[config.mk]
export PLATFORM = sky130hd
export DESIGN_NAME = vga_pattern_stage_flat
export DESIGN_NICKNAME = d
export VERILOG_FILES = /design/src/rtl/vga_pkg.sv /design/src/rtl/vga_pattern_stage_if.sv /design/src/rtl/vga_pattern_stage_box_mover.sv /design/src/rtl/vga_pattern_stage.sv /design/src/flat_wrapper.sv
export SDC_FILE = /design/constraint.sdc
export NUM_CORES = 1
export LEC_CHECK = 0
export CAP_MARGIN = 20
export CELL_PAD_IN_SITES_DETAIL_PLACEMENT = 1
export CELL_PAD_IN_SITES_GLOBAL_PLACEMENT = 2
export CORE_AREA = 5 5 127 129
export DETAILED_ROUTE_END_ITERATION = 10
export DIE_AREA = 0 0 132 134
export GPL_TIMING_DRIVEN = 0
export PLACE_DENSITY = 0.85
export SLEW_MARGIN = 20
export SYNTH_ARGS = -nofsm -noshare
export SYNTH_HDL_FRONTEND = slang
export SYNTH_SLANG_ARGS = --single-unit
[constraint.sdc]
create_clock -name vclock_in -period 2.32 [get_ports vclock_in]
set_clock_uncertainty 0.05 [all_clocks]
set_input_delay 0.464 -clock vclock_in [delete_from_list [all_inputs] [get_ports vclock_in]]
set_output_delay 0.464 -clock vclock_in [all_outputs]
set_load 0.02 [all_outputs]
[src/rtl/vga_pkg.sv]
// -----------------------------------------------------------------------------
// vga_pkg
// Shared types and constants for the VGA pattern stage:
//   rgb12_t   - 12-bit 4:4:4 RGB pixel {r[3:0], g[3:0], b[3:0]}
//   pattern_e - test pattern selector (bars, checker, box, grid)
//   dir_e     - box movement direction per axis
//   WHITE/BLACK colour constants and the colour-bar helper.
// -----------------------------------------------------------------------------
package vga_pkg;

   typedef logic [11:0] rgb12_t;

   typedef enum logic [1:0] {
      PAT_BARS    = 2'd0,
      PAT_CHECKER = 2'd1,
      PAT_BOX     = 2'd2,
      PAT_GRID    = 2'd3
   } pattern_e;

   typedef enum logic {
      INC = 1'b0,
      DEC = 1'b1
   } dir_e;

   localparam rgb12_t WHITE = 12'hFFF;
   localparam rgb12_t BLACK = 12'h000;

   // Each index bit drives one full colour channel: bit2 = red, bit1 = green,
   // bit0 = blue, giving the classic eight saturated bars.
   function automatic rgb12_t bar_color(input logic [2:0] idx);
      return {{4{idx[2]}}, {4{idx[1]}}, {4{idx[0]}}};
   endfunction

endpackage

[src/rtl/vga_pattern_stage_if.sv]
// -----------------------------------------------------------------------------
// vga_pattern_stage_if
// Bundle between the XVGA timing generator and the pattern stage, plus the
// stage's pin-side outputs.
//   hcount_in/vcount_in      - current pixel / line
//   hsync_in/vsync_in        - active-low syncs
//   blank_in                 - high outside the active area
//   mode_in                  - pattern select
//   pixel_out                - 12-bit RGB to the DAC
//   hsync_out/vsync_out/blank_out - syncs and blank realigned with pixel_out
//   frame_count_out          - frames since reset (wraps)
// Modports: master = timing side (drives *_in), slave = pattern stage.
// -----------------------------------------------------------------------------
interface vga_pattern_stage_if;

   logic [11:0] hcount_in;
   logic [10:0] vcount_in;
   logic        hsync_in;
   logic        vsync_in;
   logic        blank_in;
   logic [1:0]  mode_in;
   logic [11:0] pixel_out;
   logic        hsync_out;
   logic        vsync_out;
   logic        blank_out;
   logic [15:0] frame_count_out;

   modport master (
      output hcount_in, vcount_in, hsync_in, vsync_in, blank_in, mode_in,
      input  pixel_out, hsync_out, vsync_out, blank_out, frame_count_out
   );

   modport slave (
      input  hcount_in, vcount_in, hsync_in, vsync_in, blank_in, mode_in,
      output pixel_out, hsync_out, vsync_out, blank_out, frame_count_out
   );

endinterface

[src/rtl/vga_pattern_stage_box_mover.sv]
// -----------------------------------------------------------------------------
// box_mover
// One axis of the bouncing box: a position register and an INC/DEC direction
// FSM. Advances one step each time step_en is high (once per frame) and
// bounces off 0 and LIMIT - BOX_SIZE.
// Ports:
//   vclock_in - pixel clock
//   reset_in  - synchronous active-high reset (pos = 0, direction INC)
//   step_en   - one-cycle frame-start pulse
//   pos_o     - current box edge position on this axis
// -----------------------------------------------------------------------------
module box_mover
   import vga_pkg::*;
#(
   parameter int LIMIT    = 1024,
   parameter int WIDTH    = 12,
   parameter int BOX_SIZE = 64,
   parameter int SPEED    = 4
) (
   input  logic             vclock_in,
   input  logic             reset_in,
   input  logic             step_en,
   output logic [WIDTH-1:0] pos_o
);

   localparam logic [0:0] ST_INC = 1'(INC);
   localparam logic [0:0] ST_DEC = 1'(DEC);

   // Two spare bits keep pos + BOX_SIZE + SPEED from wrapping before the
   // comparison against LIMIT.
   localparam int RW = WIDTH + 2;

   logic [WIDTH-1:0] pos_q, pos_d;
   logic [0:0]       state_q, state_d;
   logic [RW-1:0]    reach;

   // NOTE: every always_comb output gets a default on entry so no path can
   // leave it unassigned and infer a latch.
   always_comb begin
      pos_d   = pos_q;
      state_d = state_q;
      reach   = RW'(pos_q) + RW'(BOX_SIZE + SPEED);
      if (step_en) begin
         if (state_q == ST_INC) begin
            if (reach >= RW'(LIMIT)) begin
               pos_d   = WIDTH'(LIMIT - BOX_SIZE);
               state_d = ST_DEC;
            end else begin
               pos_d = pos_q + WIDTH'(SPEED);
            end
         end else begin
            if (pos_q <= WIDTH'(SPEED)) begin
               pos_d   = '0;
               state_d = ST_INC;
            end else begin
               pos_d = pos_q - WIDTH'(SPEED);
            end
         end
      end
   end

   // NOTE: state registers use non-blocking assignments so every flop
   // samples the pre-edge value of its neighbours.
   always_ff @(posedge vclock_in) begin
      if (reset_in) begin
         pos_q   <= '0;
         state_q <= ST_INC;
      end else begin
         pos_q   <= pos_d;
         state_q <= state_d;
      end
   end

   assign pos_o = pos_q;

endmodule

[src/rtl/vga_pattern_stage.sv]
// -----------------------------------------------------------------------------
// vga_pattern_stage
// Pixel generator downstream of the XVGA timing generator. Produces one of
// four test patterns (colour bars, checkerboard, bouncing box, grid) with a
// fixed 2-cycle latency and realigns hsync/vsync/blank to match.
// Ports:
//   vclock_in - pixel clock
//   reset_in  - synchronous active-high reset
//   vga       - vga_pattern_stage_if.slave (timing inputs, pixel/sync outputs)
// Pipeline:
//   stage 1 - pattern colour, syncs and blank registered
//   stage 2 - blank-masked pixel, syncs and blank registered to the pins
// Frame start is the vsync falling edge (registered vsync high, input low);
// it bumps the frame counter, latches the pattern select and steps the box.
// Optional: define VGA_PATTERN_CROSSHAIR_EN to overlay a white 1-pixel
// crosshair through the screen centre.
// -----------------------------------------------------------------------------
module vga_pattern_stage
   import vga_pkg::*;
#(
   parameter int     DISPLAY_WIDTH  = 1024,
   parameter int     DISPLAY_HEIGHT = 768,
   parameter int     BOX_SIZE       = 64,
   parameter int     SPEED          = 4,
   parameter rgb12_t BOX_COLOR      = 12'hF00,
   parameter rgb12_t BG_COLOR       = 12'h003
) (
   input  logic                 vclock_in,
   input  logic                 reset_in,
   vga_pattern_stage_if.slave   vga
);

   localparam int XW = 12;
   localparam int YW = 11;

   logic          frame_start;
   logic [XW-1:0] box_x;
   logic [YW-1:0] box_y;
   logic [XW:0]   box_x_end;
   logic [YW:0]   box_y_end;
   logic          box_hit;

   pattern_e      active_mode_q, active_mode_d;
   logic [15:0]   frame_cnt_q, frame_cnt_d;
   logic [15:0]   frame_out_q;
   rgb12_t        pat_q, pat_d;
   rgb12_t        pixel_q, pixel_d;
   logic          hs_d1_q, vs_d1_q, bl_d1_q;
   logic          hs_d2_q, vs_d2_q, bl_d2_q;

   // The stage-1 vsync tap doubles as the previous-cycle vsync.
   assign frame_start = vs_d1_q & ~vga.vsync_in;

   box_mover #(
      .LIMIT    (DISPLAY_WIDTH),
      .WIDTH    (XW),
      .BOX_SIZE (BOX_SIZE),
      .SPEED    (SPEED)
   ) u_box_x (
      .vclock_in (vclock_in),
      .reset_in  (reset_in),
      .step_en   (frame_start),
      .pos_o     (box_x)
   );

   box_mover #(
      .LIMIT    (DISPLAY_HEIGHT),
      .WIDTH    (YW),
      .BOX_SIZE (BOX_SIZE),
      .SPEED    (SPEED)
   ) u_box_y (
      .vclock_in (vclock_in),
      .reset_in  (reset_in),
      .step_en   (frame_start),
      .pos_o     (box_y)
   );

   // Box extent is computed one bit wider so box + BOX_SIZE never wraps.
   always_comb begin
      box_x_end = {1'b0, box_x} + (XW+1)'(BOX_SIZE);
      box_y_end = {1'b0, box_y} + (YW+1)'(BOX_SIZE);
      box_hit   = (vga.hcount_in >= box_x) && ({1'b0, vga.hcount_in} < box_x_end) &&
                  (vga.vcount_in >= box_y) && ({1'b0, vga.vcount_in} < box_y_end);
   end

   // Stage-1 colour uses the mode and box position in force before any
   // frame-start update on this edge.
   always_comb begin
      pat_d = BLACK;
      case (active_mode_q)
         PAT_BARS:    pat_d = bar_color(vga.hcount_in[9:7]);
         PAT_CHECKER: pat_d = (vga.hcount_in[5] ^ vga.vcount_in[5]) ? WHITE : BLACK;
         PAT_BOX:     pat_d = box_hit ? BOX_COLOR : BG_COLOR;
         PAT_GRID:    pat_d = ((vga.hcount_in[5:0] == 6'd0) || (vga.vcount_in[5:0] == 6'd0))
                              ? WHITE : BLACK;
         default:     pat_d = BLACK;
      endcase
`ifdef VGA_PATTERN_CROSSHAIR_EN
      if (((vga.hcount_in == XW'(DISPLAY_WIDTH / 2)) ||
           (vga.vcount_in == YW'(DISPLAY_HEIGHT / 2))) &&
          (vga.hcount_in < XW'(DISPLAY_WIDTH)) &&
          (vga.vcount_in < YW'(DISPLAY_HEIGHT))) begin
         pat_d = WHITE;
      end
`endif
   end

   always_comb begin
      active_mode_d = frame_start ? pattern_e'(vga.mode_in) : active_mode_q;
      frame_cnt_d   = frame_start ? frame_cnt_q + 16'd1 : frame_cnt_q;
      // Blank masks in stage 2 using the blank sampled with the same pixel.
      pixel_d       = bl_d1_q ? BLACK : pat_q;
   end

   always_ff @(posedge vclock_in) begin
      if (reset_in) begin
         active_mode_q <= PAT_BARS;
         frame_cnt_q   <= '0;
         frame_out_q   <= '0;
         pat_q         <= BLACK;
         pixel_q       <= BLACK;
         hs_d1_q       <= 1'b1;
         vs_d1_q       <= 1'b1;
         bl_d1_q       <= 1'b1;
         hs_d2_q       <= 1'b1;
         vs_d2_q       <= 1'b1;
         bl_d2_q       <= 1'b1;
      end else begin
         active_mode_q <= active_mode_d;
         frame_cnt_q   <= frame_cnt_d;
         frame_out_q   <= frame_cnt_q;
         pat_q         <= pat_d;
         pixel_q       <= pixel_d;
         hs_d1_q       <= vga.hsync_in;
         vs_d1_q       <= vga.vsync_in;
         bl_d1_q       <= vga.blank_in;
         hs_d2_q       <= hs_d1_q;
         vs_d2_q       <= vs_d1_q;
         bl_d2_q       <= bl_d1_q;
      end
   end

   assign vga.pixel_out       = pixel_q;
   assign vga.hsync_out       = hs_d2_q;
   assign vga.vsync_out       = vs_d2_q;
   assign vga.blank_out       = bl_d2_q;
   assign vga.frame_count_out = frame_out_q;

endmodule

[src/flat_wrapper.sv]
// flat-port wrapper written by rule: the top's interface ports become plain ports
module vga_pattern_stage_flat import vga_pkg::*;
#(
   parameter int     DISPLAY_WIDTH  = 1024,
   parameter int     DISPLAY_HEIGHT = 768,
   parameter int     BOX_SIZE       = 64,
   parameter int     SPEED          = 4,
   parameter rgb12_t BOX_COLOR      = 12'hF00,
   parameter rgb12_t BG_COLOR       = 12'h003
)
  (vclock_in, reset_in, vga_hcount_in, vga_vcount_in, vga_hsync_in, vga_vsync_in, vga_blank_in, vga_mode_in, vga_pixel_out, vga_hsync_out, vga_vsync_out, vga_blank_out, vga_frame_count_out);
  vga_pattern_stage_if vga_i ();
  input  logic vclock_in;
  input  logic reset_in;
  input wire logic [$bits(vga_i.hcount_in)-1:0] vga_hcount_in;
  input wire logic [$bits(vga_i.vcount_in)-1:0] vga_vcount_in;
  input wire logic [$bits(vga_i.hsync_in)-1:0] vga_hsync_in;
  input wire logic [$bits(vga_i.vsync_in)-1:0] vga_vsync_in;
  input wire logic [$bits(vga_i.blank_in)-1:0] vga_blank_in;
  input wire logic [$bits(vga_i.mode_in)-1:0] vga_mode_in;
  output wire logic [$bits(vga_i.pixel_out)-1:0] vga_pixel_out;
  output wire logic [$bits(vga_i.hsync_out)-1:0] vga_hsync_out;
  output wire logic [$bits(vga_i.vsync_out)-1:0] vga_vsync_out;
  output wire logic [$bits(vga_i.blank_out)-1:0] vga_blank_out;
  output wire logic [$bits(vga_i.frame_count_out)-1:0] vga_frame_count_out;
  assign vga_i.hcount_in = vga_hcount_in;
  assign vga_i.vcount_in = vga_vcount_in;
  assign vga_i.hsync_in = vga_hsync_in;
  assign vga_i.vsync_in = vga_vsync_in;
  assign vga_i.blank_in = vga_blank_in;
  assign vga_i.mode_in = vga_mode_in;
  assign vga_pixel_out = vga_i.pixel_out;
  assign vga_hsync_out = vga_i.hsync_out;
  assign vga_vsync_out = vga_i.vsync_out;
  assign vga_blank_out = vga_i.blank_out;
  assign vga_frame_count_out = vga_i.frame_count_out;
  vga_pattern_stage #(.DISPLAY_WIDTH(DISPLAY_WIDTH), .DISPLAY_HEIGHT(DISPLAY_HEIGHT), .BOX_SIZE(BOX_SIZE), .SPEED(SPEED), .BOX_COLOR(BOX_COLOR), .BG_COLOR(BG_COLOR)) u_core (.vclock_in(vclock_in), .reset_in(reset_in), .vga(vga_i));
endmodule
==> impl_metrics.toml, run 1 <==
[sta]
setup_tns_ns = -0.00939
maxSlewHeadroom_pct = 47.0
slew_violations = 0
period_share_pct = 100
finalSetupViolations = 1
worst_pin_slew_ns = 0.789
min_period_ns = 2.33
finalHoldViolCount = 0
fmax_ghz = 0.429
rsz0062_at_grt = "yes"
layout_setup_ws_ns = -0.00939

[power]
p_per_area_mw_per_mm2 = 617
p_total_mw = 3.79
ir_drop_mv = 0.364
p_leak_nw = 2.32

[critical_path]
worst-setup-path-type = "flop to flop"
slowest_delay_ns = 0.49
cp-start-kind = "flop"
end_kind = "flop"
cpMostUsedCell = "nand4_1"
crit_fanout = 4
cpMaxStageDelayCell = "or4_1"
cp_data_required_time_ns = 2.49
critPathArrivalTime_ns = 2.50
crit_path_cell_trace = "buf_6 -> clkinvlp_4 -> ha_4 -> nand3_1 -> or4_1 -> nand4_1 -> nand4_1 -> o311a_1"

[placed_design]
gp_congestion = 0.893
dp_slack_ns = -0.654
place_hpwl_um = 10700
numPortBuffers = 59
place_area_mm2 = 0.00518

[synth]
ys_warn_count = 0
synth_ff_type = "dfxtp_1"
syn_area_per_cell_um2 = 8.51
ys_seq_area_share_pct = 31.8
syn_inst = 511
synth_cell_type_count = 67
async_flop_share_pct = 0
synth_edf_count = 0
synthesis.nets = 585
synth-seq-cells = 69
synth_area_mm2 = 0.00435

[run_status]
status = "finished, violations left"
violations = "negative setup slack"

[final_layout]
fin_nets = 689
drive_above_1_share_pct = 23.1
syn_to_final_growth_pct = 41.3
design_area_mm2 = 0.00614

[global_routing]
grt_pass1_wl_um = 22900
overflow = 0
grt_pass1_vias = 4371
grt_max_degree = 15
gr-usage-all-layers_pct = 16.2
antenna_found_initial = 0

[clock_network]
clk_latency_ns = 0.35
cts-buffers-inserted = 9
ctsLongestPathBuffers = 2
htreeDepth = 3
path_clk_slew_ns = 0.06
cts.sinks = 69
cts_tree = "yes"
root_buffer = "clkbuf_16"

[flow_run]
drv_cap = 0

[floorplanning]
die_x_um = 132
die_h_um = 134
dieArea_mm2 = 0.0177
rows = 45
coreArea_mm2 = 0.0149
pin_count = 61
initial_core_util_pct = 29.1

[routing]
final_antenna_net_count = 0
dr.pass1.iters = 4
first_iter_violations = 171
post_drt_via_cell_ratio = 5.34
drt-total-wl_um = 15000
via_count = 4322
wire_per_inst_um = 18.5
drc_errors = 0

[min_path]
hold_path.class = "flop to flop"
==> worst max-delay path: cells and delay by family (launching register included) <==
kind                     cells  cell delay [ns]
AO/OA/AOI/OAI                1             0.38
adder cells (fa/ha/maj)      1             0.30
buffers and inverters        2             0.22
flip-flops                   1             0.37
AND/OR/NAND/NOR              4             0.89
==> logic make-up (layout without fill, tap and decap cells) <==
| logic type | Yosys count | after routing | share of synthesized area, % |
|---|---|---|---|
| compound gates | 126 | 126 | 20.8 |
| buf+inv | 66 | 175 | 6.96 |
| xor+xnor | 26 | 26 | 5.24 |
| fa+ha+maj | 44 | 44 | 12.7 |
| simple gates | 176 | 176 | 21.7 |
| mux | 4 | 4 | 0.949 |
| flops | 69 | 69 | 31.8 |
| other cells | 0 | 1 | 0 |
==> metrics by stage <==
step	hold slack [ns]	instances	utilization (%)
floorplan	0.339	511	-
global placement	0.347	758	34.7
detailed placement	0.356	758	34.7
CTS	0.371	782	38.3
global route	0.393	808	41.2
finish	0.360	809	41.2
==> layout by cell type, fill, tap and decap left out, types with 8 or more instances in the layout <==
master,netlist,routed
nor3_1,12,11
nand4_1,14,14
clkbuf_1,12,8
nand2_1,28,27
nand3_1,27,25
a21oi_1,27,24
xnor2_1,20,19
nor2_1,32,31
dfxtp_1,69,55
ha_1,44,34
nor2b_1,16,16
o21ai_0,24,23
ha_4,0,9
clkdlybuf4s50_1,0,57
a31oi_1,11,11
buf_4,8,38
o211ai_1,9,9
clkbuf_16,0,10
inv_1,32,22
==> worst paths after layout <==
kind | start | to | slack, ns | cells after the start
setup reg to reg | u_core.u_box_y.pos_o[5]$_SDFFE_PP0P_ | u_core.pat_q[1]$_SDFF_PP0_ | -0.009 | 8
setup / recovery | u_core.u_box_y.pos_o[5]$_SDFFE_PP0P_ | u_core.pat_q[1]$_SDFF_PP0_ | -0.009 | 8
hold / removal | u_core.hs_d1_q$_SDFF_PP1_ | u_core.vga.hsync_out$_SDFF_PP1_ | 0.36 | 1
hold reg to reg | u_core.hs_d1_q$_SDFF_PP1_ | u_core.vga.hsync_out$_SDFF_PP1_ | 0.36 | 1
==> state kept, by name, summed over array words and instances (netlist names) <==
signal / cells
u_core.u_box_x.state_q: 1
u_core.vga.vsync_out: 1
u_core.vga.frame_count_out: 16
u_core.u_box_x.pos_o: 10
u_core.vga.blank_out: 1
u_core.vs_d1_q: 1
u_core.u_box_y.pos_o: 9
u_core.frame_cnt_q: 16
u_core.pat_q: 4
u_core.vga.pixel_out: 4
u_core.u_box_y.state_q: 1
u_core.active_mode_q: 2
u_core.bl_d1_q: 1
u_core.vga.hsync_out: 1
u_core.hs_d1_q: 1
==> synthesized netlist by cell type, types with 8 or more instances <==
library cell / number / share of area, %
buf_4: 8 / 1.4
inv_1: 32 / 2.8
and2_1: 8 / 1.2
nor3_1: 12 / 1.4
nor2_1: 32 / 2.8
o21ai_0: 24 / 2.8
nor4_1: 8 / 1.2
buf_2: 8 / 0.92
nand2_1: 28 / 2.4
o211ai_1: 9 / 1.6
nand3_1: 27 / 3.1
a21oi_1: 27 / 3.1
dfxtp_1: 69 / 32
xnor2_1: 20 / 4.0
ha_1: 44 / 13
nor2b_1: 16 / 2.3
clkbuf_1: 12 / 1.0
a31oi_1: 11 / 1.6
nand4_1: 14 / 2.0
==> power breakdown <==
| group | total (mW) | internal [mW] | switching, mW |
|---|---|---|---|
| sequential | 1.30 | 1.24 | 0.0633 |
| combinational | 0.947 | 0.442 | 0.505 |
| clock | 1.55 | 0.956 | 0.590 |
| total | 3.79 | 2.63 | 1.16 |
==> area by class of cell <==
class | count | area, um^2
Timing Repair Buffer | 94 | 905
Buffer | 31 | 235
Tap cell | 188 | 235
Clock buffer | 9 | 225
Multi-Input combinational cell | 376 | 2880
Sequential cell | 69 | 1420
Inverter | 34 | 143
Antenna cell | 1 | 2.50
Fill cell | 1703 | 8780
Clock inverter | 7 | 104
==> per-layer routing <==
layer  GRT usage, %  vias up  wire length, um
met5              0        -                0
met4           9.49        0              704
met3           3.75       45              652
met2           27.5      101             7370
met1           18.5     2101             6240
li1               -     2075                -
==> what timing repair did <==
action,CTS,global route
setup endpoints to repair,26,21
buffers inserted,9,25
gates cloned,0,1
hold endpoints to repair,0,0
hold buffers,0,0
resized for setup,43,52
pin swaps,8,23
Note: power is estimated with default switching activity, not from simulation.
==> run 2: changes to the inputs <==
--- a/config.mk
+++ b/config.mk
@@ -8,9 +8,9 @@
 export CAP_MARGIN = 20
 export CELL_PAD_IN_SITES_DETAIL_PLACEMENT = 1
 export CELL_PAD_IN_SITES_GLOBAL_PLACEMENT = 2
-export CORE_AREA = 5 5 127 129
+export CORE_AREA = 5 5 162 102
 export DETAILED_ROUTE_END_ITERATION = 10
-export DIE_AREA = 0 0 132 134
+export DIE_AREA = 0 0 167 107
 export GPL_TIMING_DRIVEN = 0
 export PLACE_DENSITY = 0.85
 export SLEW_MARGIN = 20
==> run 2 against run 1 <==
Compared with the run above:
- the run still ends with negative setup slack left
- combinational power is 7% higher
- largest power group unchanged
- sequential power hardly changed
- die area is 1.0% higher
- critical endpoint is now u_core.pat_q[10]$_SDFF_PP0_
- power is 0.54% lower
- via count is 1.2% higher
- non-clock buffer count is 9 higher
- hold slack better by 0.0059 ns
- utilization is 0.56 points higher
- first-iteration DRC count is 61% higher
- register-to-register slack worse by 0.08 ns
- critical path type unchanged
==> impl_metrics.toml, run 2 (same netlist as run 1, synthesis figures left out) <==
[critical_path]
crit_path_cell_trace = "buf_8 -> inv_4 -> ha_1 -> inv_1 -> ha_4 -> a21oi_4 -> o211ai_1 -> o221a_2 -> or4_4 -> o22ai_4"
r2r_end = "u_core.pat_q[10]$_SDFF_PP0_"
cp_data_required_time_ns = 2.53
end_kind = "flop"
slowest_delay_ns = 0.44
cp.depth = 10
critPathArrivalTime_ns = 2.62
path_buf_inv = 3
reg2regPathDepth = 10
worst-setup-path-type = "flop to flop"
r2r_start = "u_core.u_box_y.pos_o[6]$_SDFFE_PP0P_"
r2r_setup_slack_ns = -0.09
crit_fanout = 5
startpoint = "u_core.u_box_y.pos_o[6]$_SDFFE_PP0P_"
cp-start-kind = "flop"
cp_top_family = "compound AO/OA/AOI/OAI gates"
cpMaxStageDelayCell = "or4_4"

[routing]
drt-total-wl_um = 15700
wire_per_inst_um = 18.9
drc_errors = 0
first_iter_violations = 276
dr.pass1.iters = 5
final_antenna_net_count = 0
via_count = 4373
post_drt_via_cell_ratio = 5.26

[min_path]
hold_path.class = "flop to flop"
min_path_cells = 1
min_to = "u_core.vga.hsync_out$_SDFF_PP1_"
min_from = "u_core.hs_d1_q$_SDFF_PP1_"

[placed_design]
gp_congestion = 0.913
dp_slack_ns = -0.688
numPortBuffers = 59
place_hpwl_um = 11500

[power]
ir_drop_mv = 0.350
p_per_area_mw_per_mm2 = 605
p_leak_nw = 2.36

[sta]
period_share_pct = 104
slew_violations = 0
rsz0062_at_grt = "yes"
fmax_ghz = 0.415
min_period_ns = 2.41
worst_pin_slew_ns = 0.734
maxSlewHeadroom_pct = 50.6
finalHoldViolCount = 0
layout_setup_ws_ns = -0.0893
finalSetupViolations = 2

[clock_network]
cts-buffers-inserted = 9
cts_hold_buf = 0
ctsLongestPathBuffers = 2
cts_tree = "yes"
root_buffer = "clkbuf_16"
cts.sinks = 69
path_clk_slew_ns = 0.06
clk_latency_ns = 0.34
htreeDepth = 3

[final_layout]
drive_above_1_share_pct = 24.8
mostFrequentLayoutCell = "dfxtp_1"
fillers = 1717
ff_latch_area_mm2 = 0.00142
final_cell_mix = "dfxtp_1 (54), clkdlybuf4s50_1 (51), buf_4 (48), ha_1 (33), nor2_1 (32)"
multi_input_area_mm2 = 0.00293
fin_nets = 698
n_antenna_cell = 0
syn_to_final_growth_pct = 43.3
final_util_pct = 41.7

[global_routing]
antenna_found_initial = 0
grt_pass1_vias = 4570
overflow = 0
grt_pass1_wl_um = 25000
grt_max_degree = 13
gr-usage-all-layers_pct = 17.5

[run_status]
status = "finished, violations left"
violations = "negative setup slack"

[flow_run]
drv_cap = 0

[floorplanning]
dieArea_mm2 = 0.0179
coreArea_mm2 = 0.0149
die_h_um = 107
die_x_um = 167
initial_core_util_pct = 29.1
rows = 35
pin_count = 61
run 2: cell count changes in the layout (fill, tap and decap cells not counted), sizes merged:
| cell | previous run | this run |
|---|---|---|
| dlygate4sd2 | 1 | 7 |
| clkbuf | 19 | 21 |
| clkinvlp | 3 | 4 |
| buf | 56 | 63 |
| inv | 33 | 31 |
| clkdlybuf4s50 | 57 | 51 |
| diode | 1 | 0 |
run 2: how the worst max path moves through the flow:
stage | endpoint
global route | u_core.pat_q[10]$_SDFF_PP0_
CTS | u_core.pat_q[10]$_SDFF_PP0_
finish | u_core.pat_q[10]$_SDFF_PP0_
detailed placement | u_core.pat_q[1]$_SDFF_PP0_
floorplan | u_core.pat_q[10]$_SDFF_PP0_
global placement | u_core.pat_q[1]$_SDFF_PP0_
run 2: report_power, final:
part	internal, mW	total, mW	switching [mW]
clock network	0.934	1.47	0.539
registers	1.24	1.29	0.0564
logic	0.458	1.01	0.548
total	2.63	3.77	1.14
run 2: area by class of cell:
class,instances,share of cell area [%]
buffer,30,3.67
clock buffer,9,3.61
clock inverter,6,1.43
inverter,34,2.31
multi-input combinational,376,47.1
sequential,69,22.7
tap,203,4.07
timing repair buffer,104,15.1
run 2: timing repair:
| item | 4_1_cts | 5_1_grt |
|---|---|---|
| endpoints found under the setup margin | 22 | 26 |
| setup buffers | 36 | 9 |
| hold endpoints to repair | 0 | 0 |
| gates resized for setup | 86 | 25 |
| pin swaps | 26 | 18 |
| cloned | 0 | 0 |
run 2: per-layer routing:
metal / global-route usage [%] / up-vias / wire length, um
met5: 0 / - / 0
met4: 3.56 / 0 / 164
li1: - / 2080 / -
met1: 24.9 / 2156 / 7860
met3: 4.27 / 18 / 844
met2: 26.8 / 119 / 6850
run 2: through the flow:
step           TNS [ns]  instances  hold WS [ns]  cell area, um^2  total power, mW
6_report         -0.148        831         0.366             6230             3.77
5_1_grt          -0.304        831         0.387             6230             3.94
4_1_cts          -0.101        823         0.371             6080             3.73
3_5_place_dp      -7.80        773         0.358             5200             2.08
3_3_place_gp      -6.83        773         0.344             5200             2.04
2_1_floorplan         0        511         0.339             4350             1.80
